===== src/rtl/tm_input_ctrl.sv =====
// Front end for the Turing machine core: turns raw buttons and switches into clean
// Next/Done strobes plus the input_data nibble, for both program entry and execution.
module tm_input_ctrl #(
    parameter int DATA_W      = 4,
    parameter int MAX_ENTRIES = 64,
    parameter int DB_CYCLES   = 4,
    parameter int STEP_CYCLES = 16
) (
    input  logic              clock,
    input  logic              Reset,
    input  logic              btn_next_raw,
    input  logic              btn_done_raw,
    input  logic [DATA_W-1:0] sw_data,
    input  logic              run_en,
    output logic              Next,
    output logic              Done,
    output logic [DATA_W-1:0] input_data,
    output logic [1:0]        mode,
    output logic [6:0]        entry_cnt
);

    localparam int CNT_W = $clog2(DB_CYCLES + 1);
    localparam int TMR_W = $clog2(STEP_CYCLES);

    typedef enum logic [1:0] {
        MODE_LOAD       = 2'd0,
        MODE_RUN_MANUAL = 2'd1,
        MODE_RUN_AUTO   = 2'd2
    } mode_t;

    logic [1:0]        btnRaw;
    logic [1:0]        btnMeta_q;
    logic [1:0]        btnSync_q;
    logic [1:0]        pressEvt;
    logic [DATA_W-1:0] swMeta_q;
    logic [DATA_W-1:0] swSync_q;
    logic              runMeta_q;
    logic              runSync_q;

    mode_t             mode_q;
    logic              next_q;
    logic              done_q;
    logic [DATA_W-1:0] inputData_q;
    logic [6:0]        entryCnt_q;
    logic [TMR_W-1:0]  timer_q;

    logic nextEvt;
    logic doneEvt;
    logic autoWrap;

    assign btnRaw = {btn_done_raw, btn_next_raw};

    always_ff @(posedge clock or posedge Reset) begin
        if (Reset) begin
            btnMeta_q <= '0;
            btnSync_q <= '0;
            swMeta_q  <= '0;
            swSync_q  <= '0;
            runMeta_q <= 1'b0;
            runSync_q <= 1'b0;
        end else begin
            btnMeta_q <= btnRaw;
            btnSync_q <= btnMeta_q;
            swMeta_q  <= sw_data;
            swSync_q  <= swMeta_q;
            runMeta_q <= run_en;
            runSync_q <= runMeta_q;
        end
    end

    // Bit 0 is Next, bit 1 is Done; the press event is registered so the
    // core-side strobe is a clean flop output one edge later.
    for (genvar b = 0; b < 2; b++) begin : g_db
        logic             level_q;
        logic             prev_q;
        logic             evt_q;
        logic [CNT_W-1:0] stableCnt_q;

        always_ff @(posedge clock or posedge Reset) begin
            if (Reset) begin
                level_q     <= 1'b0;
                prev_q      <= 1'b0;
                evt_q       <= 1'b0;
                stableCnt_q <= '0;
            end else begin
                prev_q <= level_q;
                evt_q  <= level_q & ~prev_q;
                if (btnSync_q[b] == level_q) begin
                    stableCnt_q <= '0;
                end else if (stableCnt_q == CNT_W'(DB_CYCLES - 1)) begin
                    level_q     <= btnSync_q[b];
                    stableCnt_q <= '0;
                end else begin
                    stableCnt_q <= stableCnt_q + CNT_W'(1);
                end
            end
        end

        assign pressEvt[b] = evt_q;
    end

    assign nextEvt  = pressEvt[0];
    assign doneEvt  = pressEvt[1];
    assign autoWrap = (mode_q == MODE_RUN_AUTO) && runSync_q &&
                      (timer_q == TMR_W'(STEP_CYCLES - 1));

    // Suppressing a strobe right after another keeps Next from ever being
    // high on two consecutive cycles, even when an auto wrap meets a press.
    always_ff @(posedge clock or posedge Reset) begin
        if (Reset) begin
            mode_q      <= MODE_LOAD;
            next_q      <= 1'b0;
            done_q      <= 1'b0;
            inputData_q <= '0;
            entryCnt_q  <= '0;
            timer_q     <= '0;
        end else begin
            next_q <= 1'b0;
            done_q <= 1'b0;
            case (mode_q)
                MODE_LOAD: begin
                    timer_q <= '0;
                    if (doneEvt && (entryCnt_q != 7'd0)) begin
                        done_q <= 1'b1;
                        mode_q <= runSync_q ? MODE_RUN_AUTO : MODE_RUN_MANUAL;
                    end else if (nextEvt && (entryCnt_q < 7'(MAX_ENTRIES))) begin
                        next_q      <= 1'b1;
                        inputData_q <= swSync_q;
                        entryCnt_q  <= entryCnt_q + 7'd1;
                    end
                end
                default: begin
                    mode_q <= runSync_q ? MODE_RUN_AUTO : MODE_RUN_MANUAL;
                    next_q <= (nextEvt || autoWrap) && !next_q;
                    if (!runSync_q || (mode_q != MODE_RUN_AUTO) || nextEvt || autoWrap) begin
                        timer_q <= '0;
                    end else begin
                        timer_q <= timer_q + TMR_W'(1);
                    end
                end
            endcase
        end
    end

    assign Next       = next_q;
    assign Done       = done_q;
    assign input_data = inputData_q;
    assign mode       = mode_q;
    assign entry_cnt  = entryCnt_q;

endmodule


===== config.mk =====
export PLATFORM = sky130hd
export DESIGN_NAME = tm_input_ctrl
export DESIGN_NICKNAME = d
export VERILOG_FILES = /design/src/rtl/tm_input_ctrl.sv
export SDC_FILE = /design/constraint.sdc
export NUM_CORES = 1
export LEC_CHECK = 0
export BUFFER_PORTS_ARGS = -buffer_cell sky130_fd_sc_hd__buf_4
export CORE_MARGIN = 1
export CORE_UTILIZATION = 25
export DETAILED_ROUTE_END_ITERATION = 16
export HOLD_SLACK_MARGIN = 0.03
export PLACE_DENSITY_LB_ADDON = 0.12
export SYNTH_ARGS = -nofsm -noshare
export SYNTH_HDL_FRONTEND = slang
export SYNTH_SLANG_ARGS = --single-unit

===== constraint.sdc =====
create_clock -name clock -period 2.6 [get_ports clock]
set_clock_uncertainty 0.1 [all_clocks]
set_input_delay 0.26 -clock clock [delete_from_list [all_inputs] [get_ports clock]]
set_output_delay 0.26 -clock clock [all_outputs]
set_load 0.03 [all_outputs]

# After elaboration in Yosys (flattened, before gate mapping)
# Index checks and enable logic that the tools add are counted.
dict set report word_totals {
  reg_bits 45
  inputBits 9
  output_inout_bits 15
  elab_cells 70
}
dict set report op_classes {
  n_addsub 4
  order_cmp 1
  n_eq_ne 8
  muxes 14
  bitwise_logic 7
  reduce_logical 16
}
# cell n
set ops {}
lappend ops {{2-to-1 mux 3 bit} 4}
lappend ops {{2-to-1 mux 4 bit} 2}
lappend ops {{adder 7 x 1 -> 7 bit (second input constant)} 1}
lappend ops {{less-than comparator 7 bit (second input constant)} 1}
lappend ops {{nonzero test 7 bit} 1}
lappend ops {{adder 3 x 1 -> 3 bit (second input constant)} 2}
lappend ops {{== test 3 x 2 -> 1 bit (second input constant)} 2}
lappend ops {{2-to-1 mux 2 bit} 3}
lappend ops {{logical AND 1 bit} 5}
lappend ops {{2-to-1 mux 1 bit} 5}
lappend ops {{inverter 1 bit} 5}
lappend ops {{adder 4 x 1 -> 4 bit (second input constant)} 1}
lappend ops {{== test 4 bit (second input constant)} 1}
lappend ops {{logical OR 1 bit} 4}
lappend ops {{inequality test 2 bit (second input constant)} 2}
lappend ops {{AND reduction 2 bit} 2}
lappend ops {{AND reduction 3 bit} 1}
lappend ops {{AND 1 bit} 2}
lappend ops {{== test 1 bit} 2}
lappend ops {{== test 2 bit (second input constant)} 1}
lappend ops {{zero test 1 bit} 2}
lappend ops {{zero test 2 bit} 1}

# Depth between registers and ports, before layout
# Gate-level depths: netlist (run 1).
dict set report depth {
  ltp_word 6
  mapped_depth 7
}

# Worst setup path after synthesis (run 1)
# OpenSTA, ideal clock, no wires.
dict set report synth_path {
  path_kind {register -> register}
  start {register entryCnt_q[0], in the netlist entry_cnt[0]}
  end {register inputData_q[0], in the netlist input_data[0]}
  setup_time_ns 0.125
  arrival_ns 1.732
  required_ns 2.375
  setup_slack_ns 0.643
  path_stages_with_launch 8
  path_buffers 2
  synth_period_minus_slack_ns 1.957
  path_cell_list {dfrtp_1 -> inv_1 -> ha_1 -> a41o_1 -> buf_6 -> and2_4 -> buf_8 -> mux2_4}
}
dict set report synth_between {
  elab_chain_cells 4
  word_cells_on_any_way 6
  classes_between {1 x order compare; 1 x bitwise; 4 x reduce/logical}
}
# item line_no
set synth_lines {}
lappend synth_lines {{start, declared} 44} ;# logic [6:0] entryCnt_q;
lappend synth_lines {{start signal, assigned} 129} ;# entryCnt_q <= entryCnt_q + 7'd1;
lappend synth_lines {{branches (longest 3 deep; another with less-than comparator 7 bit)} -}
lappend synth_lines {{AND reduction 3 bit (no line) *} -}
lappend synth_lines {{end signal, assigned} 128} ;# inputData_q <= swSync_q;
lappend synth_lines {{end, declared} 43} ;# logic [DATA_W-1:0] inputData_q;
# Mark *: on every way between the ends.
# A chain may end at the register's enable or synchronous reset.

# Worst setup path after layout (run 1)
dict set report layout_path {
  start {register entryCnt_q[2], in the netlist entry_cnt[2]}
  end {register inputData_q[1], in the netlist input_data[1]}
}
# The elaborated chain is that of the path after synthesis.

==> results of run 1 <==
==> through the flow <==
| step | power (mW) | utilization (%) | cells | worst slack, ps | hold slack [ps] |
|---|---|---|---|---|---|
| floorplan | 1.59 | - | 115 | 643 | 191 |
| global placement | 1.78 | 30.0 | 214 | 696 | 233 |
| detailed placement | 1.79 | 30.0 | 214 | 653 | 235 |
| CTS | 2.24 | 32.6 | 229 | 624 | 253 |
| global route | 2.35 | 32.6 | 229 | 552 | 265 |
| finish | 2.20 | 32.6 | 229 | 632 | 251 |
==> critical path, stage by stage, from the launching register on <==
cell and delay, ps:
sky130_fd_sc_hd__dfrtp_1 460, sky130_fd_sc_hd__nor4_2 320, sky130_fd_sc_hd__a41o_1 400, sky130_fd_sc_hd__and2_4 270, sky130_fd_sc_hd__mux2_4 310
==> synth_stat cells <==
cell type	number	area share [%]
sky130_fd_sc_hd__and3_2	2	0.91
sky130_fd_sc_hd__nand2_1	3	0.68
sky130_fd_sc_hd__xnor2_1	8	4.2
sky130_fd_sc_hd__or4_1	1	0.45
sky130_fd_sc_hd__nand3_1	4	1.2
sky130_fd_sc_hd__nor2b_1	5	1.9
sky130_fd_sc_hd__nor4_2	1	0.76
sky130_fd_sc_hd__buf_8	1	0.91
sky130_fd_sc_hd__a31oi_1	1	0.38
sky130_fd_sc_hd__a31o_2	1	0.53
sky130_fd_sc_hd__ha_1	5	3.8
sky130_fd_sc_hd__dfrtp_1	45	68
sky130_fd_sc_hd__o21ai_0	1	0.30
sky130_fd_sc_hd__and3_1	2	0.76
sky130_fd_sc_hd__mux2_4	4	3.6
sky130_fd_sc_hd__nor2_1	8	1.8
sky130_fd_sc_hd__a41o_1	1	0.61
sky130_fd_sc_hd__o31ai_1	1	0.45
sky130_fd_sc_hd__xor2_1	1	0.53
sky130_fd_sc_hd__and2b_2	1	0.53
sky130_fd_sc_hd__buf_6	1	0.68
sky130_fd_sc_hd__mux2_2	2	1.4
sky130_fd_sc_hd__a21oi_1	1	0.30
sky130_fd_sc_hd__nand4_1	2	0.76
sky130_fd_sc_hd__nor3b_1	4	1.8
sky130_fd_sc_hd__and2_4	1	0.53
sky130_fd_sc_hd__nor3_1	3	0.91
sky130_fd_sc_hd__inv_1	5	1.1
==> repair_timing <==
item / in CTS / in global routing
setup buffers: 0 / 0
endpoints found under the hold margin: 52 / 0
hold buffers: 8 / 0
==> cell families (layout without fill, tap and decap cells) <==
group                      Yosys count  in the layout
DFF                                 45             45
and+or+nand+nor                     37             37
xor gates and xnor gates             9              9
buffers and inverters                7             44
AOI/OAI and AO/OA                    6              6
muxes                                6              6
adders and majority gates            5              5
==> power by group <==
part | switching (mW) | leakage, nW | internal (mW)
sequential | 0.129 | 0.564 | 0.876
clock | 0.211 | 0.0443 | 0.211
combinational | 0.424 | 0.364 | 0.347
total | 0.764 | 0.972 | 1.43
==> final timing paths <==
kind | to | cells past startpoint | startpoint | slack [ps]
min reg2reg | btnSync_q[1] | 0 | btnMeta_q[1] | 250
max in group asynchronous | Done | 4 | Reset | 1460
min | btnSync_q[1] | 0 | btnMeta_q[1] | 250
max reg2reg | input_data[1] | 4 | entry_cnt[2] | 630
max | input_data[1] | 4 | entry_cnt[2] | 630
min in group asynchronous | swMeta_q[3] | 4 | Reset | 560
==> cell usage in the layout, fill, tap and decap left out, drive strengths merged <==
master / synthesis / final
dfrtp: 45 / 45
buf: 2 / 24
nor2: 8 / 8
xnor2: 8 / 8
dlygate4sd3: 0 / 8
clkbuf: 0 / 7
mux2: 6 / 6
nor2b: 5 / 5
ha: 5 / 5
inv: 5 / 4
nor3b: 4 / 4
nand3: 4 / 4
and3: 4 / 4
nor3: 3 / 3
nand2: 3 / 3
nand4: 2 / 2
nor4: 1 / 1
a41o: 1 / 1
a31o: 1 / 1
and2: 1 / 1
and2b: 1 / 1
or4: 1 / 1
xor2: 1 / 1
a21oi: 1 / 1
o31ai: 1 / 1
a31oi: 1 / 1
clkinv: 0 / 1
o21ai: 1 / 1
==> sequential cells by signal (all words and copies together) (netlist names), 4 cells and up <==
register          flops
timer_q               4
swSync_q              4
swMeta_q              4
g_db.stableCnt_q      6
input_data            4
entry_cnt             7
==> area by class of cell <==
cell class | instances | area [um^2]
fill | 623 | 4280
sequential | 45 | 1130
multi-input combinational | 63 | 482
timing repair buffer | 32 | 260
tap | 77 | 96.3
clock buffer | 7 | 86.3
inverter | 5 | 18.8
==> metal layers <==
metal  share of wire, %  GRT usage (%)
met1                 45           9.90
met2                 48           13.9
met3                5.1           3.18
met4                1.9           4.70
met5                  0              0
==> out/summary.txt, run 1 <==
TIMING
-----------------------------------------------------------------------------------------------
Share of the clock period used by the worst path                                          75.7%
Max Clock Freq                                                                          508 MHz
Hold Vio Cnt, Final                                                                           0
Setup TNS                                                                                  0 ps
Crit path time final                                                                    1970 ps
Final setup viols                                                                             0
Relative slew slack                                                                       63.0%
Slew Limit Fails                                                                              0
Setup repair after global routing missed its margin                                       false
Measured slew at the worst slew-check pin                                                555 ps

PLACE
-----------------------------------------------------------------------------------------------
Placement Cell Area                                                                0.00190 mm^2
RePlAce Congestion                                                                        0.718
Buffers on Ports                                                                             23
HPWL after detailed placement                                                           1870 um

GRT
-----------------------------------------------------------------------------------------------
First-pass GRT wire length                                                              4640 um
Via count of the first global-routing pass                                                1,020
Remaining Overflow, GRT                                                                       0
Maximum number of pins on one net before global-route repair                                 46
Total track usage                                                                         8.60%
Antenna violations before repair                                                              0

ROUTE
-----------------------------------------------------------------------------------------------
Drt first-iter violations                                                                    42
Number of antenna-violating nets in the routed design                                         0
Post-Route WL                                                                           2720 um
First-pass iteration count of the detailed router                                             4
Drt via density                                                                            4.22
Total via count in the routed design                                                        966
Post-route DRC violation count                                                                0
Wirelength per Cell                                                                     11.9 um

CELLS AND AREA
-----------------------------------------------------------------------------------------------
Final net count                                                                             166
Count of antenna diodes in the layout                                                         0
Design area                                                                        0.00207 mm^2
Share of layout cells above drive strength 1                                              27.6%
Relative area change from synthesis to final layout                                       25.2%

FLOORPLAN
-----------------------------------------------------------------------------------------------
Die Footprint                                                                      0.00694 mm^2
X dimension of the die                                                                  83.3 um
Initial core utilization                                                                  26.0%
Number of top-level design ports                                                             24
DIE HEIGHT                                                                              83.3 um
Placement Rows                                                                               29
Area of the core region                                                            0.00635 mm^2

CRITICAL PATH
-----------------------------------------------------------------------------------------------
Worst Path Class, Setup                                                              reg -> reg
Critical Path RT                                                                        2680 ps
CP startpoint kind                                                                         flop
Arrival @ worst endpoint                                                                2050 ps
Kind of capture point of the worst setup path                                              flop
Highest fanout seen on the critical path                                                     10

YOSYS
-----------------------------------------------------------------------------------------------
Share of cell area taken by muxes after synthesis                                         5.00%
Post-synthesis compound-gate area fraction                                                2.57%
Warning count from the yosys run                                                              0
Simple-gate share of the synthesized area                                                 13.0%
Main combinational cell family by area after synthesis                             simple AND/OR/NAND/NOR gates
Mean area per synthesized cell                                                        14.4 um^2
Share of synthesized area occupied by flip-flops and latches                              68.1%
Adder and majority cell fraction of the synthesized area                                  3.79%
Instance count of the mapped netlist                                                        115
Area of the mapped netlist                                                         0.00165 mm^2
Unique masters post-synth                                                                    28
Number of synthesized register bits                                                          45
Total nets after synthesis                                                                  129
Xor/xnor share of the synthesized area                                                    4.77%

CLOCKING
-----------------------------------------------------------------------------------------------
Clock input transition at the sequential cells of the worst setup and hold paths          80 ps
H-tree Lvls                                                                                   2
Count of cells resized by post-cts repair                                                     0
Number of buffers added by the clock tree synthesis step                                      5
Clock tree root buffer cell                                                        sky130_fd_sc_hd__clkbuf_8
Total number of clock tree sinks                                                             45
Clock tree from TritonCTS                                                                  done
Latest clock arrival within the worst-skew pair                                          290 ps
Max clock buf depth                                                                           2

PWR
-----------------------------------------------------------------------------------------------
Worst vdd ir                                                                         0.000398 V
Lkg Pwr                                                                                0.972 nW
Ratio of total power to cell area                                                  1060 mW/mm^2

FLOW RUN
-----------------------------------------------------------------------------------------------
MaxCap Viol Count                                                                             0

MIN PATH
-----------------------------------------------------------------------------------------------
Worst hold path class                                                                reg -> reg

OUTCOME
-----------------------------------------------------------------------------------------------
Outcome                                                                            finished clean

(Power assumes the default switching activity.)
==> run 2: changes to the inputs <==
==> constraint.sdc (replaced) <==
create_clock -name clock -period 1.8 [get_ports clock]
set_clock_uncertainty 0.1 [all_clocks]
set_input_delay 0.18 -clock clock [delete_from_list [all_inputs] [get_ports clock]]
set_output_delay 0.18 -clock clock [all_outputs]
set_load 0.03 [all_outputs]
==> out/summary.txt, run 2 (same netlist as run 1, synthesis figures left out) <==
FLOORPLAN
-----------------------------------------------------------------------------------------------
Area of the core region                                                            0.00635 mm^2
Placement Rows                                                                               29
X dimension of the die                                                                  83.3 um
DIE HEIGHT                                                                              83.3 um
Die Footprint                                                                      0.00694 mm^2
Initial core utilization                                                                  26.0%
Number of top-level design ports                                                             24

CRITICAL PATH
-----------------------------------------------------------------------------------------------
Highest fanout seen on the critical path                                                      6
CP startpoint kind                                                                         flop
Critical Path RT                                                                        1870 ps
Slowest cell on the critical path                                                  sky130_fd_sc_hd__dfrtp_2
Sum of buffers and inverters on the critical path                                             0
Kind of capture point of the worst setup path                                              flop
Worst Path Class, Setup                                                              reg -> reg
Kind of cell adding the most delay to the critical path                            simple AND/OR/NAND/NOR gates
Arrival @ worst endpoint                                                                1760 ps
Worst stage delay on the critical path                                                   440 ps
Crit path cell chain                                                               nor4_2 -> a41o_1 -> and2_4 -> mux2_4

ROUTE
-----------------------------------------------------------------------------------------------
Drt via density                                                                            4.15
Post-Route WL                                                                           2680 um
Number of antenna-violating nets in the routed design                                         0
Drt first-iter violations                                                                    38
Total via count in the routed design                                                        966
First-pass iteration count of the detailed router                                             4
Post-route DRC violation count                                                                0
Wirelength per Cell                                                                     11.5 um

PWR
-----------------------------------------------------------------------------------------------
Clock share of power                                                                      18.8%
Lkg Pwr                                                                                0.983 nW
Final total power                                                                       3.28 mW
Cell-internal power                                                                     2.14 mW
Ratio of total power to cell area                                                  1560 mW/mm^2
Sequential group share of total power                                                     44.1%
Combinational Power Share                                                                 37.1%
Fraction of power spent switching nets                                                    34.7%
Switching power summed over all nets                                                    1.14 mW
Worst vdd ir                                                                         0.000563 V

GRT
-----------------------------------------------------------------------------------------------
Antenna violations before repair                                                              0
Via count of the first global-routing pass                                                1,037
Met2 layer usage reported by global route                                                 14.4%
Total track usage                                                                         9.17%
Maximum number of pins on one net before global-route repair                                 46
Most Used Layer, Global Route                                                              met2
Met1 routing resource usage after global routing                                          11.7%
GR met3 Demand/Resource                                                                   2.98%
Remaining Overflow, GRT                                                                       0
First-pass GRT wire length                                                              4980 um

CELLS AND AREA
-----------------------------------------------------------------------------------------------
Final-layout fill cell count                                                                617
Leading cell type in the layout, fill and taps excluded                            sky130_fd_sc_hd__dfrtp_1
Share of layout cells above drive strength 1                                              33.3%
Area of the multi-input gates                                                          482 um^2
Count of antenna diodes in the layout                                                         0
Number of flip-flops in the largest register                                                  7
Final net count                                                                             170
Area of all sequential standard cells                                              0.00113 mm^2
Commonest cells after routing, fill and taps aside                                 sky130_fd_sc_hd__dfrtp_1, sky130_fd_sc_hd__buf_4, sky130_fd_sc_hd__nor2_1, sky130_fd_sc_hd__xnor2_1, sky130_fd_sc_hd__dlygate4sd3_1
Relative area change from synthesis to final layout                                       27.5%

TIMING
-----------------------------------------------------------------------------------------------
Max Clock Freq                                                                          591 MHz
Setup ws final                                                                           109 ps
Setup repair after global routing missed its margin                                       false
Final setup viols                                                                             0
Relative slew slack                                                                       62.7%
Slew Limit Fails                                                                              0
Hold Vio Cnt, Final                                                                           0
Setup TNS                                                                                  0 ps
Crit path time final                                                                    1690 ps
Share of the clock period used by the worst path                                          94.0%
Measured slew at the worst slew-check pin                                                560 ps

CLOCKING
-----------------------------------------------------------------------------------------------
Post-CTS Hold Fix Bufs                                                                        8
H-tree Lvls                                                                                   2
Clock input transition at the sequential cells of the worst setup and hold paths          80 ps
Number of buffers added by the clock tree synthesis step                                      5
Post-CTS Setup Repair Bufs                                                                    0
Clock tree root buffer cell                                                        sky130_fd_sc_hd__clkbuf_8
Latest clock arrival within the worst-skew pair                                          290 ps
Count of cells resized by post-cts repair                                                     0
Clock tree from TritonCTS                                                                  done
Total number of clock tree sinks                                                             45
Max clock buf depth                                                                           2

FLOW RUN
-----------------------------------------------------------------------------------------------
MaxCap Viol Count                                                                             0

PLACE
-----------------------------------------------------------------------------------------------
HPWL after detailed placement                                                           1870 um
Pre-CTS setup slack                                                                      108 ps
RePlAce Congestion                                                                        0.838
Buffers on Ports                                                                             23

OUTCOME
-----------------------------------------------------------------------------------------------
Outcome                                                                            finished clean

MIN PATH
-----------------------------------------------------------------------------------------------
Worst hold path class                                                                reg -> reg

==> run 2: cell count changes in the layout (fill, tap and decap cells not counted) <==
cell	delta
sky130_fd_sc_hd__buf_4	+4
sky130_fd_sc_hd__dfrtp_2	+6
sky130_fd_sc_hd__dfrtp_1	-6
==> run 2: area by class of cell <==
type / instances / area share, %
multi-input combinational: 63 / 22.9
tap: 77 / 4.57
timing repair buffer: 36 / 13.8
clock buffer: 7 / 4.10
sequential: 45 / 53.8
inverter: 5 / 0.891
==> run 2: worst reg2reg max path: stages, from the launching register on <==
cell                      delay, ps
sky130_fd_sc_hd__dfrtp_2        440
sky130_fd_sc_hd__nor4_2         310
sky130_fd_sc_hd__a41o_1         220
sky130_fd_sc_hd__and2_4         210
sky130_fd_sc_hd__mux2_4         310
==> run 2: power by group through the flow <==
stage | registers [mW] | clock network (mW) | logic, mW
2_1_floorplan | 1.69 | 0 | 0.611
3_3_place_gp | 1.46 | 0 | 1.21
3_5_place_dp | 1.47 | 0 | 1.22
4_1_cts | 1.45 | 0.652 | 1.24
5_1_grt | 1.49 | 0.700 | 1.34
6_report | 1.45 | 0.616 | 1.22
==> run 2: final timing paths <==
| path | cells after the start | startpoint | slack [ps] | end |
|---|---|---|---|---|
| setup / recovery | 4 | entry_cnt[5] | 110 | input_data[3] |
| hold / removal | 0 | swMeta_q[2] | 250 | swSync_q[2] |
| setup reg to reg | 4 | entry_cnt[5] | 110 | input_data[3] |
| hold reg to reg | 0 | swMeta_q[2] | 250 | swSync_q[2] |
| max in group asynchronous | 4 | Reset | 710 | entry_cnt[5] |
| min in group asynchronous | 4 | Reset | 490 | g_db[0].stableCnt_q[1] |
==> run 2: per-layer routing <==
metal / vias to the layer above / part of all wire [%]
li1: 468 / -
met1: 474 / 46
met2: 22 / 49
met3: 2 / 5.0
met4: 0 / 0.52
met5: - / 0
==> run 2: per-stage QoR <==
stage	std cells	instance area [um^2]	util, %	hold WS, ps
detailed placement	218	1940	30.6	191
global placement	218	1940	30.6	190
global route	233	2110	33.2	263
CTS	233	2110	33.2	250
floorplan	115	1660	-	111
finish	233	2110	33.2	248
==> run 3: changes to the inputs <==
--- a/config.mk
+++ b/config.mk
@@ -7,10 +7,9 @@
 export LEC_CHECK = 0
 export BUFFER_PORTS_ARGS = -buffer_cell sky130_fd_sc_hd__buf_4
 export CORE_MARGIN = 1
-export CORE_UTILIZATION = 25
+export CORE_UTILIZATION = 35
 export DETAILED_ROUTE_END_ITERATION = 16
 export HOLD_SLACK_MARGIN = 0.03
-export PLACE_DENSITY_LB_ADDON = 0.12
 export SYNTH_ARGS = -nofsm -noshare
 export SYNTH_HDL_FRONTEND = slang
 export SYNTH_SLANG_ARGS = --single-unit
==> out/summary.txt, run 3 (same netlist as run 1, synthesis figures left out) <==
FLOORPLAN
-----------------------------------------------------------------------------------------------
X dimension of the die                                                                  70.7 um
DIE HEIGHT                                                                              70.7 um
Placement Rows                                                                               24
Area of the core region                                                            0.00444 mm^2
Initial core utilization                                                                  37.2%
Number of top-level design ports                                                             24
Die Footprint                                                                      0.00500 mm^2

PWR
-----------------------------------------------------------------------------------------------
Worst vdd ir                                                                         0.000769 V
Ratio of total power to cell area                                                  1560 mW/mm^2
Switching power summed over all nets                                                    1.12 mW
Lkg Pwr                                                                                0.982 nW
Combinational Power Share                                                                 36.0%
Clock share of power                                                                      19.0%
Fraction of power spent switching nets                                                    34.5%
Cell-internal power                                                                     2.12 mW
Sequential group share of total power                                                     45.0%

GRT
-----------------------------------------------------------------------------------------------
Antenna violations before repair                                                              0
Remaining Overflow, GRT                                                                       0
Via count of the first global-routing pass                                                  986
Total track usage                                                                         11.5%
Maximum number of pins on one net before global-route repair                                 38
First-pass GRT wire length                                                              4340 um

PLACE
-----------------------------------------------------------------------------------------------
HPWL after detailed placement                                                           1740 um
Dpl cells                                                                                   191
RePlAce Congestion                                                                        0.820
Buffers on Ports                                                                             23
Pre-CTS setup slack                                                                      120 ps

CLOCKING
-----------------------------------------------------------------------------------------------
Number of buffers added by the clock tree synthesis step                                      5
Clock input transition at the sequential cells of the worst setup and hold paths          80 ps
Total number of clock tree sinks                                                             45
Post-CTS Setup Repair Bufs                                                                    0
H-tree Lvls                                                                                   2
Max clock buf depth                                                                           2
Latest clock arrival within the worst-skew pair                                          290 ps
Clock tree root buffer cell                                                        sky130_fd_sc_hd__clkbuf_8
Clock tree from TritonCTS                                                                  done

TIMING
-----------------------------------------------------------------------------------------------
Final setup viols                                                                             0
Hold Vio Cnt, Final                                                                           0
Setup TNS                                                                                  0 ps
Measured slew at the worst slew-check pin                                                375 ps
Setup repair after global routing missed its margin                                       false
Share of the clock period used by the worst path                                          94.5%
Hold Slack                                                                               250 ps
Max Clock Freq                                                                          588 MHz
Relative slew slack                                                                       75.0%
Setup ws final                                                                          99.1 ps
Crit path time final                                                                    1700 ps
Slew Limit Fails                                                                              0

MIN PATH
-----------------------------------------------------------------------------------------------
Hold-critical path depth                                                                      0
Worst Hold End                                                                      swSync_q[0]
Hold path startpoint                                                                swMeta_q[0]
Worst hold path class                                                                reg -> reg

CELLS AND AREA
-----------------------------------------------------------------------------------------------
Share of layout cells above drive strength 1                                              32.5%
Relative area change from synthesis to final layout                                       25.4%
Final-layout fill cell count                                                                417
Commonest cells after routing, fill and taps aside                                 sky130_fd_sc_hd__dfrtp_1, sky130_fd_sc_hd__buf_4, sky130_fd_sc_hd__nor2_1, sky130_fd_sc_hd__xnor2_1, sky130_fd_sc_hd__dlygate4sd3_1
Leading cell type in the layout, fill and taps excluded                            sky130_fd_sc_hd__dfrtp_1
Fin cells                                                                                   206
Count of antenna diodes in the layout                                                         0
Number of flip-flops in the largest register                                                  7
Final net count                                                                             168
Utilization of the core after routing                                                     46.6%

CRITICAL PATH
-----------------------------------------------------------------------------------------------
CP startpoint kind                                                                         flop
Slowest cell on the critical path                                                  sky130_fd_sc_hd__dfrtp_2
Kind of capture point of the worst setup path                                              flop
Crit path cell chain                                                               nor4_2 -> a41o_1 -> and2_4 -> mux2_4
Worst Path Class, Setup                                                              reg -> reg
Critical R2R Launch                                                                entry_cnt[5]
Arrival @ worst endpoint                                                                1770 ps
Worst R2R Setup Slack                                                                    100 ps
Reg2reg end                                                                        input_data[0]
Highest fanout seen on the critical path                                                      6
Number of cells traversed by the worst register-to-register path                              4
Critical Path RT                                                                        1870 ps
Worst stage delay on the critical path                                                   440 ps

ROUTE
-----------------------------------------------------------------------------------------------
First-pass iteration count of the detailed router                                            10
Total via count in the routed design                                                        958
Post-route DRC violation count                                                                4
Post-Route WL                                                                           2490 um
Drt first-iter violations                                                                    35
Number of antenna-violating nets in the routed design                                         0
Drt via density                                                                            4.65
Wirelength per Cell                                                                     12.1 um

OUTCOME
-----------------------------------------------------------------------------------------------
Failing checks                                                                     design-rule violations
Outcome                                                                            complete, but fails checks

FLOW RUN
-----------------------------------------------------------------------------------------------
MaxCap Viol Count                                                                             0

## run 3: layout make-up
type	instances	area [um^2]	area share [%]
timing repair buffer	34	288	13.9
sequential	45	1130	54.7
multi-input combinational	63	482	23.2
tap	52	65.1	3.14
clock buffer	7	86.3	4.16
inverter	5	18.8	0.905
## run 3: worst max-delay path, delay by kind of cell (launching register included)
kind / cells / cell delay, ps
AOI/OAI and AO/OA: 1 / 220
DFF: 1 / 440
and+or+nand+nor: 2 / 510
muxes: 1 / 310
## run 3: how the worst max path moves through the flow
stage	slack [ps]	to	cells after the start	from
3_3_place_gp	140	input_data[3]	4	entry_cnt[2]
2_1_floorplan	-60	input_data[0]	6	entry_cnt[5]
4_1_cts	80	input_data[0]	4	entry_cnt[5]
6_report	100	input_data[0]	4	entry_cnt[5]
5_1_grt	0.4	input_data[0]	4	entry_cnt[5]
3_5_place_dp	120	input_data[3]	4	entry_cnt[5]
## run 3: metrics by stage
step           area [um^2]  total power [mW]
2_1_floorplan         1660              2.30
3_3_place_gp          1910              2.61
3_5_place_dp          1910              2.64
4_1_cts               2070              3.28
5_1_grt               2070              3.45
6_report              2070              3.23
## run 3: repair_timing
action	4_1_cts	5_1_grt
gates resized for setup	0	0
setup endpoints to repair	0	0
hold endpoints to repair	15	0
hold buffers	8	0
## run 3: per-layer routing
layer  wire (um)  vias to the layer above  track usage (%)
li1            -                      465                -
met1        1110                      466             13.2
met2        1180                       24             18.7
met3         154                        3             4.27
met4          38                        0             6.00
met5           0                        -                0
## run 3: power by group through the flow
stage	clock, mW	combinational [mW]	sequential [mW]
final	0.613	1.16	1.45
after global routing	0.688	1.27	1.49
after CTS	0.641	1.18	1.46
after detailed placement	0	1.16	1.48
after global placement	0	1.14	1.47
after floorplan	0	0.611	1.69
